$ cat config.mk
export PLATFORM = sky130hd
export DESIGN_NAME = avg_ram_reader
export DESIGN_NICKNAME = d
export VERILOG_FILES = /design/src/rtl/avg_ram_reader.sv
export SDC_FILE = /design/constraint.sdc
export NUM_CORES = 1
export LEC_CHECK = 0
export BUFFER_PORTS_ARGS = -buffer_cell sky130_fd_sc_hd__buf_4
export CAP_MARGIN = 20
export CORE_MARGIN = 1
export CORE_UTILIZATION = 52
export DETAILED_ROUTE_END_ITERATION = 10
export PLACE_DENSITY = 0.75
export SYNTH_ARGS = -nofsm -noshare
export SYNTH_HDL_FRONTEND = slang
export SYNTH_SLANG_ARGS = --single-unit
$ cat constraint.sdc
create_clock -name clk_2 -period 2.2 [get_ports clk_2]
set_input_delay 0.11 -clock clk_2 [delete_from_list [all_inputs] [get_ports clk_2]]
set_output_delay 0.11 -clock clk_2 [all_outputs]
set_load 0.02 [all_outputs]
$ cat src/rtl/avg_ram_reader.sv
// avg_ram_reader
//   Reads a block of averaged samples back out of the averager RAM and hands
//   them to a downstream consumer over a valid/ready byte stream. One RAM read
//   is in flight at a time: FETCH issues the strobe, CAPTURE registers the
//   returned word, HOLD presents it until the consumer takes it.
//
// Ports
//   clk_2      : single clock, all logic on posedge
//   reset      : synchronous, active-high
//   start      : begin a block read (only looked at in IDLE)
//   abort      : cancel the block (looked at in every non-IDLE state)
//   base_addr  : first RAM address, captured on accepted start
//   count      : number of words to read (0 .. 2**ADDR_W), captured with base
//   ram_rd     : read strobe, one cycle per word
//   ram_addr   : read address, meaningful while ram_rd=1
//   ram_q      : read data, valid the cycle after ram_rd
//   out_data   : stream data
//   out_valid  : stream valid
//   out_ready  : stream ready
//   busy       : high in any state other than IDLE
//   done       : one-cycle pulse after the last word of a block is accepted
module avg_ram_reader #(
  parameter int ADDR_W = 8,
  parameter int DATA_W = 8
) (
  input  logic              clk_2,
  input  logic              reset,
  input  logic              start,
  input  logic              abort,
  input  logic [ADDR_W-1:0] base_addr,
  input  logic [ADDR_W:0]   count,
  output logic              ram_rd,
  output logic [ADDR_W-1:0] ram_addr,
  input  logic [DATA_W-1:0] ram_q,
  output logic [DATA_W-1:0] out_data,
  output logic              out_valid,
  input  logic              out_ready,
  output logic              busy,
  output logic              done
);

  typedef enum logic [2:0] {
    S_IDLE    = 3'd0,
    S_FETCH   = 3'd1,
    S_CAPTURE = 3'd2,
    S_HOLD    = 3'd3,
    S_DONE    = 3'd4
  } state_t;

  state_t              state_q, state_d;
  logic [ADDR_W-1:0]   addr_q, addr_d;     // next RAM address to fetch
  logic [ADDR_W:0]     rem_q, rem_d;       // words still to be captured
  logic                ram_rd_q, ram_rd_d;
  logic [ADDR_W-1:0]   ram_addr_q, ram_addr_d;
  logic [DATA_W-1:0]   out_data_q, out_data_d;
  logic                out_valid_q, out_valid_d;
  logic                busy_q, busy_d;
  logic                done_q, done_d;

  // Next state and datapath.
  always_comb begin
    state_d    = state_q;
    addr_d     = addr_q;
    rem_d      = rem_q;
    out_data_d = out_data_q;

    unique case (state_q)
      S_IDLE: begin
        if (start) begin
          addr_d  = base_addr;
          rem_d   = count;
          state_d = (count == '0) ? S_DONE : S_FETCH;
        end
      end
      S_FETCH: begin
        state_d = S_CAPTURE;
      end
      S_CAPTURE: begin
        out_data_d = ram_q;
        rem_d      = rem_q - 1'b1;
        addr_d     = addr_q + 1'b1;  // wraps modulo 2**ADDR_W
        state_d    = S_HOLD;
      end
      S_HOLD: begin
        // out_valid is high for the whole of HOLD, so ready alone is the handshake.
        if (out_ready)
          state_d = (rem_q == '0) ? S_DONE : S_FETCH;
      end
      S_DONE: begin
        state_d = S_IDLE;
      end
      default: begin
        state_d = S_IDLE;
      end
    endcase

    // Abort beats any same-cycle handshake; in DONE it lands in IDLE anyway,
    // so the done pulse already on the output is unaffected.
    if (abort && (state_q != S_IDLE))
      state_d = S_IDLE;
  end

  // Outputs are decoded from the next state so they are flop outputs aligned
  // with the state they belong to.
  always_comb begin
    ram_rd_d    = (state_d == S_FETCH);
    ram_addr_d  = (state_d == S_FETCH) ? addr_d : ram_addr_q;
    out_valid_d = (state_d == S_HOLD);
    busy_d      = (state_d != S_IDLE);
    done_d      = (state_d == S_DONE);
  end

  always_ff @(posedge clk_2) begin
    if (reset) begin
      state_q     <= S_IDLE;
      addr_q      <= '0;
      rem_q       <= '0;
      ram_rd_q    <= 1'b0;
      ram_addr_q  <= '0;
      out_data_q  <= '0;
      out_valid_q <= 1'b0;
      busy_q      <= 1'b0;
      done_q      <= 1'b0;
    end else begin
      state_q     <= state_d;
      addr_q      <= addr_d;
      rem_q       <= rem_d;
      ram_rd_q    <= ram_rd_d;
      ram_addr_q  <= ram_addr_d;
      out_data_q  <= out_data_d;
      out_valid_q <= out_valid_d;
      busy_q      <= busy_d;
      done_q      <= done_d;
    end
  end

  assign ram_rd    = ram_rd_q;
  assign ram_addr  = ram_addr_q;
  assign out_data  = out_data_q;
  assign out_valid = out_valid_q;
  assign busy      = busy_q;
  assign done      = done_q;

endmodule
==> implementation parameters, run 1 <==
Parameter                              Value

Floorplanning
  Die Height ... 62.9 µm
  Top Ports ... 50
  # rows ... 21
  Initial core utilization ... 0.560
  Die footprint ... 3960 µm²
  Chip width ... 62.9 µm
  Area inside the core boundary ... 3440 µm²

Power
  Max rail drop VDD ... 0.517 mV
  Power per cell area ... 745 nW/µm²
  Leakage ... 0.991 nW

Global route
  Busiest metal layer after global routing ... met2
  Remaining Overflow, GRT ... 0
  Global routing met2 resource utilization ... 0.407
  Vias in the first global route ... 1,713
  Met1 demand-to-capacity share in global routing ... 0.297
  Number of antenna violations at the first check in global routing ... 0
  Wire length of the first global-routing pass ... 7580 µm
  Pin count of the biggest net entering global routing ... 36
  GRT Util Overall ... 0.243
  Met3 global-route usage ... 0.0602

Synth
  Area share of the largest cell type after synthesis ... 0.415
  Number of flops mapped to enable cells by yosys ... 0
  Primary flip-flop cell chosen by synthesis mapping ... dfxtp_1
  Async set-reset flop share out of synthesis ... 0
  Flop and latch count out of synthesis ... 40
  Mapped cell area ... 1930 µm²
  Cell type with the highest aggregate area in the netlist ... dfxtp_1
  Most used standard cell by instance count after synthesis ... dfxtp_1
  Sequential share of the synthesized area ... 0.415
  Synth Warn # ... 0
  Nets in the synthesized netlist ... 260
  Most used standard cells in the synthesized netlist ... 40 x dfxtp_1, 33 x nor2_1, 27 x nand2_1
  Average size of a mapped cell ... 8.49 µm²
  Count of distinct cell types in the synthesized netlist ... 49
  Synth top area cells ... dfxtp_1 42%, nor2_1 6.4%, a21oi_1 5.5%
  Cell count after synthesis ... 227

Routing
  Post-detailed-route count of antenna-violating nets ... 0
  Average routed wire per standard cell ... 13.8 µm
  Iteration-0 DRC count of the detailed router ... 59
  Total detailed-routing wirelength ... 4420 µm
  Via Count ... 1,808
  Avg Vias per Cell ... 5.65
  Pre-Repair DR Iteration Count ... 4
  DRC errors left ... 0

Clock network
  TritonCTS clock tree ... done
  Clock transition at the registers of the reported paths ... 0.08 ns
  Setup fix buffers added after clock tree synthesis ... 0
  Resize count post-CTS ... 0
  CTS H-tree lvls ... 2
  Clock tree sinks ... 40
  Clock Root Buffer ... clkbuf_8
  Clk Latency, worst-skew pair ... 0.29 ns
  Inserted Clock Buffers ... 5
  CTS hold repair buffers ... 0
  Maximum buffer depth of the clock tree ... 2

Setup path
  Data arrival at the endpoint of the critical path ... 2.18 ns
  CP endpoint kind ... flop
  Start-to-end type of the worst setup path ... flop to flop
  Type of element launching the critical path ... flop
  WP data required ... 2.37 ns
  Top fanout value on the critical path ... 13

Status
  Run status ... finished, final reports clean

Placed design
  Standard cell area after detailed placement ... 2310 µm²
  Placer's final routability congestion estimate ... 0.762
  Count of buffers inserted at the top-level ports ... 49
  Total half-perimeter wirelength after legalization and detailed placement ... 3210 µm

Timing
  Worst max-slew margin expressed relative to the limit ... 0.593
  Maximum operating frequency ... 499 MHz
  Period utilisation layout ... 0.912
  Minimum period implied by the final worst setup slack ... 2.01 ns
  Final count of pins violating max slew ... 0
  Transition time at the pin with the least slew margin ... 0.602 ns
  Final Hold Slack ... 0.0136 ns
  Clock skew ... 0.00653 ns
  Number of setup violations in the final report ... 0
  Unrepaired setup endpoints after global routing ... false
  Hold Fails Final Rpt ... 0
  Setup tns final ... 0 ns

Finish
  Area growth from synthesis to layout ... 26.3%
  Layout cells sized above 1 ... 0.277
  Final Instance Area ... 2430 µm²
  Antenna Diode Count ... 0
  Final net count ... 306

Hold path
  Type of the worst min-delay path ... input pin to flop

Flow run
  Max-cap violation count ... 0
cell usage in the layout, fill, tap and decap left out, types with 2 or more instances in the layout:
master    netlist  routed
clkbuf_8        0       7
buf_4           1      55
inv_1           3       3
o211ai_1        2       2
nand3_1         8       8
a31oi_1         4       4
o22ai_1         3       3
nor4_1          3       3
mux2i_1         3       3
or3_1           4       4
nor2b_1         3       3
ha_1            3       3
nand2_1        27      27
a211oi_2        3       3
dfxtp_1        40      40
nand2b_1        8       8
nor2_1         33      33
a211oi_1        2       2
a21oi_1        21      21
a221oi_1        2       2
o221a_2         2       2
nor4b_1         3       3
and3_1          2       2
o221ai_1        4       4
o21ai_0         5       5
nor3_1          3       3
power by group:
| part | switching [mW] | total [mW] | internal (mW) |
|---|---|---|---|
| logic | 0.177 | 0.335 | 0.158 |
| clock network | 0.253 | 0.654 | 0.400 |
| registers | 0.0461 | 0.824 | 0.778 |
| total | 0.477 | 1.81 | 1.34 |
worst max-delay path, cell delays in order, from the launching register on:
cell and delay (ns):
dfxtp_1 0.40, or4b_1 0.74, a31oi_2 0.26, a21o_4 0.21, mux2i_1 0.23, nor2_1 0.05
registers in the layout (all words and copies together) (netlist names):
| name | cells |
|---|---|
| busy | 1 |
| ram_addr | 8 |
| done | 1 |
| out_valid | 1 |
| addr_q | 8 |
| rem_q | 9 |
| out_data | 8 |
| state_q | 3 |
| ram_rd | 1 |
logic make-up (layout without fill, tap and decap cells):
family / count (synthesis) / in the layout / synth area share
flip-flops: 40 / 40 / 0.415
AND/OR/NAND/NOR: 106 / 106 / 0.293
AO/OA/AOI/OAI: 56 / 56 / 0.204
buffers and inverters: 19 / 66 / 0.0526
multiplexers: 3 / 3 / 0.0156
adder cells (fa/ha/maj): 3 / 3 / 0.0195
stage by stage:
stage	std cells	total power, mW	setup WS [ns]	util
after CTS	320	1.82	0.217	0.707
after global placement	312	1.17	0.288	0.671
after floorplan	227	1.05	0.412	-
final	320	1.81	0.194	0.707
after global routing	320	1.90	0.0590	0.707
after detailed placement	312	1.17	0.231	0.671
cell type report:
| class | count | area (µm²) |
|---|---|---|
| multi-input cells | 168 | 1030 |
| clock buffers | 7 | 96.3 |
| well taps | 46 | 57.6 |
| repair buffers | 55 | 413 |
| inverters | 3 | 11.3 |
| fillers | 320 | 1010 |
| clock inverters | 1 | 30.0 |
| flip-flops and latches | 40 | 801 |
per-layer routing:
layer	vias up	share of wire
met2	50	0.49
met3	7	0.049
met1	848	0.45
met4	0	0.012
met5	-	0
li1	903	-
path summary, 6_finish.rpt:
path,endpoint,slack (ns),depth (start not counted),startpoint
hold / removal,state_q[1]$_SDFF_PP0_,0.01,2,abort
hold reg to reg,out_data[6]$_SDFFE_PP0N_,0.46,2,out_data[6]$_SDFFE_PP0N_
setup reg to reg,ram_addr[3]$_SDFFE_PP0N_,0.19,5,state_q[2]$_SDFF_PP0_
setup / recovery,ram_addr[3]$_SDFFE_PP0N_,0.19,5,state_q[2]$_SDFF_PP0_
(Power assumes the default switching activity.)
==> run 2: changes to the inputs <==
Settings changed: RECOVER_POWER set to 25.
==> implementation parameters, run 2 (same netlist as run 1, synthesis figures left out) <==
Parameter                              Value

Status
  Run status ... finished, final reports clean

Floorplanning
  Die footprint ... 3960 µm²
  Area inside the core boundary ... 3440 µm²
  Chip width ... 62.9 µm
  # rows ... 21
  Die Height ... 62.9 µm
  Top Ports ... 50
  Initial core utilization ... 0.560

Timing
  Number of setup violations in the final report ... 0
  Hold Fails Final Rpt ... 0
  Worst max-slew margin expressed relative to the limit ... 0.593
  Minimum period implied by the final worst setup slack ... 2.00 ns
  Maximum operating frequency ... 499 MHz
  Unrepaired setup endpoints after global routing ... false
  Setup tns final ... 0 ns
  Final count of pins violating max slew ... 0
  Period utilisation layout ... 0.911
  Clock skew ... 0.00574 ns
  Transition time at the pin with the least slew margin ... 0.602 ns

Setup path
  CP endpoint kind ... flop
  Data arrival at the endpoint of the critical path ... 2.18 ns
  Crit path launch ... state_q[2]$_SDFF_PP0_
  WP data required ... 2.37 ns
  Type of element launching the critical path ... flop
  Top fanout value on the critical path ... 13
  Worst flop-to-flop path startpoint ... state_q[2]$_SDFF_PP0_
  Start-to-end type of the worst setup path ... flop to flop

Clock network
  CTS hold repair buffers ... 0
  Clock tree sinks ... 40
  Maximum buffer depth of the clock tree ... 2
  Clock transition at the registers of the reported paths ... 0.08 ns
  Clock Root Buffer ... clkbuf_8
  Setup fix buffers added after clock tree synthesis ... 0
  TritonCTS clock tree ... done
  Resize count post-CTS ... 0
  Inserted Clock Buffers ... 5
  CTS H-tree lvls ... 2
  Clk Latency, worst-skew pair ... 0.29 ns

Hold path
  Type of the worst min-delay path ... input pin to flop
  Hold wc startpoint ... abort

Power
  Total power after layout ... 1.80 mW
  Max rail drop VDD ... 0.514 mV
  Power per cell area ... 757 nW/µm²
  Leakage ... 0.929 nW

Routing
  Avg Vias per Cell ... 5.68
  Iteration-0 DRC count of the detailed router ... 89
  Via Count ... 1,818
  Total detailed-routing wirelength ... 4420 µm
  Pre-Repair DR Iteration Count ... 4
  Average routed wire per standard cell ... 13.8 µm
  DRC errors left ... 0
  Post-detailed-route count of antenna-violating nets ... 0

Finish
  Register cell area after layout ... 801 µm²
  Layout cells sized above 1 ... 0.223
  Commonest non-fill, non-tap cells in the layout ... 40 x dfxtp_1, 40 x buf_4, 33 x nor2_1, 27 x nand2_1, 21 x a21oi_1
  Largest reg by FF count ... rem_q
  Antenna Diode Count ... 0
  Flip-flop count of the largest register after layout ... 9
  Footprint of the multi-input gates ... 1030 µm²
  Final net count ... 306
  Filler instances ... 336
  Area growth from synthesis to layout ... 23.4%

Global route
  Vias in the first global route ... 1,713
  Wire length of the first global-routing pass ... 7580 µm
  Remaining Overflow, GRT ... 0
  Number of antenna violations at the first check in global routing ... 0
  GRT Util Overall ... 0.243
  Pin count of the biggest net entering global routing ... 36

Placed design
  Total half-perimeter wirelength after legalization and detailed placement ... 3210 µm
  Placer's final routability congestion estimate ... 0.762
  Count of buffers inserted at the top-level ports ... 49

Flow run
  Max-cap violation count ... 0
[run 2: critical path, stage by stage (launching register included)]
cell and delay (ns):
dfxtp_1 0.40, or4b_1 0.74, a31oi_2 0.26, a21o_4 0.21, mux2i_1 0.22, nor2_1 0.05
[run 2: final timing paths]
kind | endpoint | slack (ns) | depth (start not counted)
setup / recovery | ram_addr[3]$_SDFFE_PP0N_ | 0.20 | 5
hold / removal | state_q[1]$_SDFF_PP0_ | 0.01 | 2
setup reg to reg | ram_addr[3]$_SDFFE_PP0N_ | 0.20 | 5
hold reg to reg | out_data[5]$_SDFFE_PP0N_ | 0.46 | 2
[run 2: layout make-up]
type                       count  area share
inverter                       3     0.00473
clock buffer                   7      0.0405
multi-input combinational    168       0.431
clock inverter                 1      0.0126
timing repair buffer          55       0.150
tap                           46      0.0242
sequential                    40       0.337
[run 2: where the power goes]
part / leakage, nW / total, mW / internal [mW] / switching [mW]
sequential: 0.328 / 0.823 / 0.778 / 0.0456
combinational: 0.536 / 0.322 / 0.144 / 0.177
clock: 0.0645 / 0.655 / 0.400 / 0.255
total: 0.929 / 1.80 / 1.32 / 0.478
[run 2: metal layers]
layer | vias to the layer above | wire length (µm) | GRT usage | part of all wire
li1 | 907 | - | - | -
met1 | 853 | 2040 | 0.297 | 0.46
met2 | 51 | 2130 | 0.407 | 0.48
met3 | 7 | 194 | 0.0602 | 0.044
met4 | 0 | 55 | 0.0930 | 0.012
met5 | - | 0 | 0 | 0
[run 2: stage by stage]
| stage | setup WS (ns) | area [µm²] | utilization | hold slack (ns) | std cells |
|---|---|---|---|---|---|
| 6_report | 0.195 | 2380 | 0.691 | 0.0133 | 320 |
| 5_1_grt | 0.0590 | 2380 | 0.691 | 0.00855 | 320 |
| 4_1_cts | 0.217 | 2430 | 0.707 | 0.00818 | 320 |
| 3_5_place_dp | 0.231 | 2310 | 0.671 | 0.322 | 312 |
| 3_3_place_gp | 0.288 | 2310 | 0.671 | 0.320 | 312 |
| 2_1_floorplan | 0.412 | 1930 | - | 0.194 | 227 |
==> run 3: changes to the inputs <==
--- a/config.mk
+++ b/config.mk
@@ -14,2 +14,3 @@
 export RECOVER_POWER = 25
+export SKIP_CTS_REPAIR_TIMING = 1
 export SYNTH_ARGS = -nofsm -noshare
==> constraint.sdc (replaced) <==
create_clock -name clk_2 -period 2.2 [get_ports clk_2]
set_input_delay 0.22 -clock clk_2 [delete_from_list [all_inputs] [get_ports clk_2]]
set_output_delay 0.22 -clock clk_2 [all_outputs]
set_load 0.02 [all_outputs]
==> implementation parameters, run 3 (same netlist as run 1, synthesis figures left out) <==
Parameter                              Value

Routing
  Iteration-0 DRC count of the detailed router ... 115
  Post-detailed-route count of antenna-violating nets ... 0
  Pre-Repair DR Iteration Count ... 4
  Avg Vias per Cell ... 5.52
  Average routed wire per standard cell ... 13.4 µm
  DRC errors left ... 0
  Total detailed-routing wirelength ... 4270 µm
  Via Count ... 1,760

Clock network
  Clock Root Buffer ... clkbuf_8
  Maximum buffer depth of the clock tree ... 2
  Inserted Clock Buffers ... 5
  Clk Latency, worst-skew pair ... 0.28 ns
  TritonCTS clock tree ... done
  Clock tree sinks ... 40
  CTS H-tree lvls ... 2
  Clock transition at the registers of the reported paths ... 0.07 ns

Placed design
  Count of buffers inserted at the top-level ports ... 49
  Standard cell area after detailed placement ... 2310 µm²
  Total half-perimeter wirelength after legalization and detailed placement ... 3170 µm
  Dpl ws ... 0.237 ns
  Placer's final routability congestion estimate ... 0.770

Power
  Power per cell area ... 683 nW/µm²
  Max rail drop VDD ... 0.440 mV
  Leakage ... 0.905 nW

Timing
  Minimum period implied by the final worst setup slack ... 1.98 ns
  Final count of pins violating max slew ... 0
  Setup tns final ... 0 ns
  Final Hold Slack ... 0.126 ns
  Worst max-slew margin expressed relative to the limit ... 0.636
  Unrepaired setup endpoints after global routing ... false
  Hold Fails Final Rpt ... 0
  Transition time at the pin with the least slew margin ... 0.538 ns
  Slack of the critical path ... 0.216 ns
  Number of setup violations in the final report ... 0
  Maximum operating frequency ... 504 MHz
  Period utilisation layout ... 0.902
  Clock skew ... 0.00498 ns

Global route
  GRT Util Overall ... 0.239
  Remaining Overflow, GRT ... 0
  Vias in the first global route ... 1,634
  Pin count of the biggest net entering global routing ... 36
  Wire length of the first global-routing pass ... 7470 µm
  Number of antenna violations at the first check in global routing ... 0

Finish
  Filler instances ... 315
  Footprint of the multi-input gates ... 1030 µm²
  Antenna Diode Count ... 0
  Final net count ... 306
  Layout cells sized above 1 ... 0.216
  Register cell area after layout ... 801 µm²
  Flip-flop count of the largest register after layout ... 9
  Area growth from synthesis to layout ... 20.8%
  Final Instance Area ... 2330 µm²
  Largest reg by FF count ... rem_q
  Commonest non-fill, non-tap cells in the layout ... 40 x dfxtp_1, 40 x buf_4, 33 x nor2_1, 27 x nand2_1, 21 x a21oi_1

Setup path
  Type of element launching the critical path ... flop
  Data arrival at the endpoint of the critical path ... 2.18 ns
  CP endpoint kind ... flop
  WP data required ... 2.39 ns
  Top fanout value on the critical path ... 13
  Start-to-end type of the worst setup path ... flop to flop

Floorplanning
  Top Ports ... 50
  Die footprint ... 3960 µm²
  Area inside the core boundary ... 3440 µm²
  Chip width ... 62.9 µm
  Die Height ... 62.9 µm
  Initial core utilization ... 0.560
  # rows ... 21

Flow run
  Max-cap violation count ... 0

Hold path
  Type of the worst min-delay path ... input pin to flop

Status
  Run status ... finished, final reports clean
-- run 3: changes by cell type in the layout (fill, tap and decap cells not counted) --
cell       before  now
clkinv_2        0    1
clkbuf_1       15   16
bufinv_16       1    0
clkbuf_8        7    5
-- run 3: final timing paths --
kind / startpoint / end / slack (ns) / cells past startpoint
hold / removal: abort / state_q[1]$_SDFF_PP0_ / 0.13 / 2
setup / recovery: state_q[2]$_SDFF_PP0_ / ram_addr[0]$_SDFFE_PP0N_ / 0.22 / 5
hold reg to reg: out_data[7]$_SDFFE_PP0N_ / out_data[7]$_SDFFE_PP0N_ / 0.45 / 2
setup reg to reg: state_q[2]$_SDFF_PP0_ / ram_addr[0]$_SDFFE_PP0N_ / 0.22 / 5
-- run 3: area by class of cell --
| cell class | instances | share of cell area |
|---|---|---|
| Multi-Input combinational cell | 168 | 0.440 |
| Sequential cell | 40 | 0.344 |
| Timing Repair Buffer | 55 | 0.153 |
| Clock buffer | 6 | 0.0311 |
| Tap cell | 46 | 0.0247 |
| Inverter | 3 | 0.00483 |
| Clock inverter | 1 | 0.00215 |
-- run 3: metrics by stage --
| stage | utilization | cells | power, mW |
|---|---|---|---|
| finish | 0.677 | 319 | 1.59 |
| global route | 0.677 | 319 | 1.69 |
| CTS | 0.693 | 319 | 1.62 |
| detailed placement | 0.671 | 312 | 1.17 |
| global placement | 0.671 | 312 | 1.17 |
| floorplan | - | 227 | 1.05 |
-- run 3: per-layer routing --
metal	track usage	wire [µm]	vias to the layer above
met1	0.297	1950	808
met3	0.0529	225	2
li1	-	-	904
met4	0.0785	22	0
met2	0.405	2070	46
met5	0	0	-
-- run 3: critical path, stage by stage, from the launching register on --
cell      delay (ns)
dfxtp_1         0.39
or4b_1          0.73
a31oi_2         0.26
a21o_4          0.21
nor2_1          0.06
a211oi_1        0.23
-- run 3: power breakdown --
group / switching, mW / leakage [nW] / internal [mW]
clock: 0.233 / 0.0410 / 0.216
sequential: 0.0450 / 0.328 / 0.778
combinational: 0.176 / 0.536 / 0.145
total: 0.453 / 0.905 / 1.14
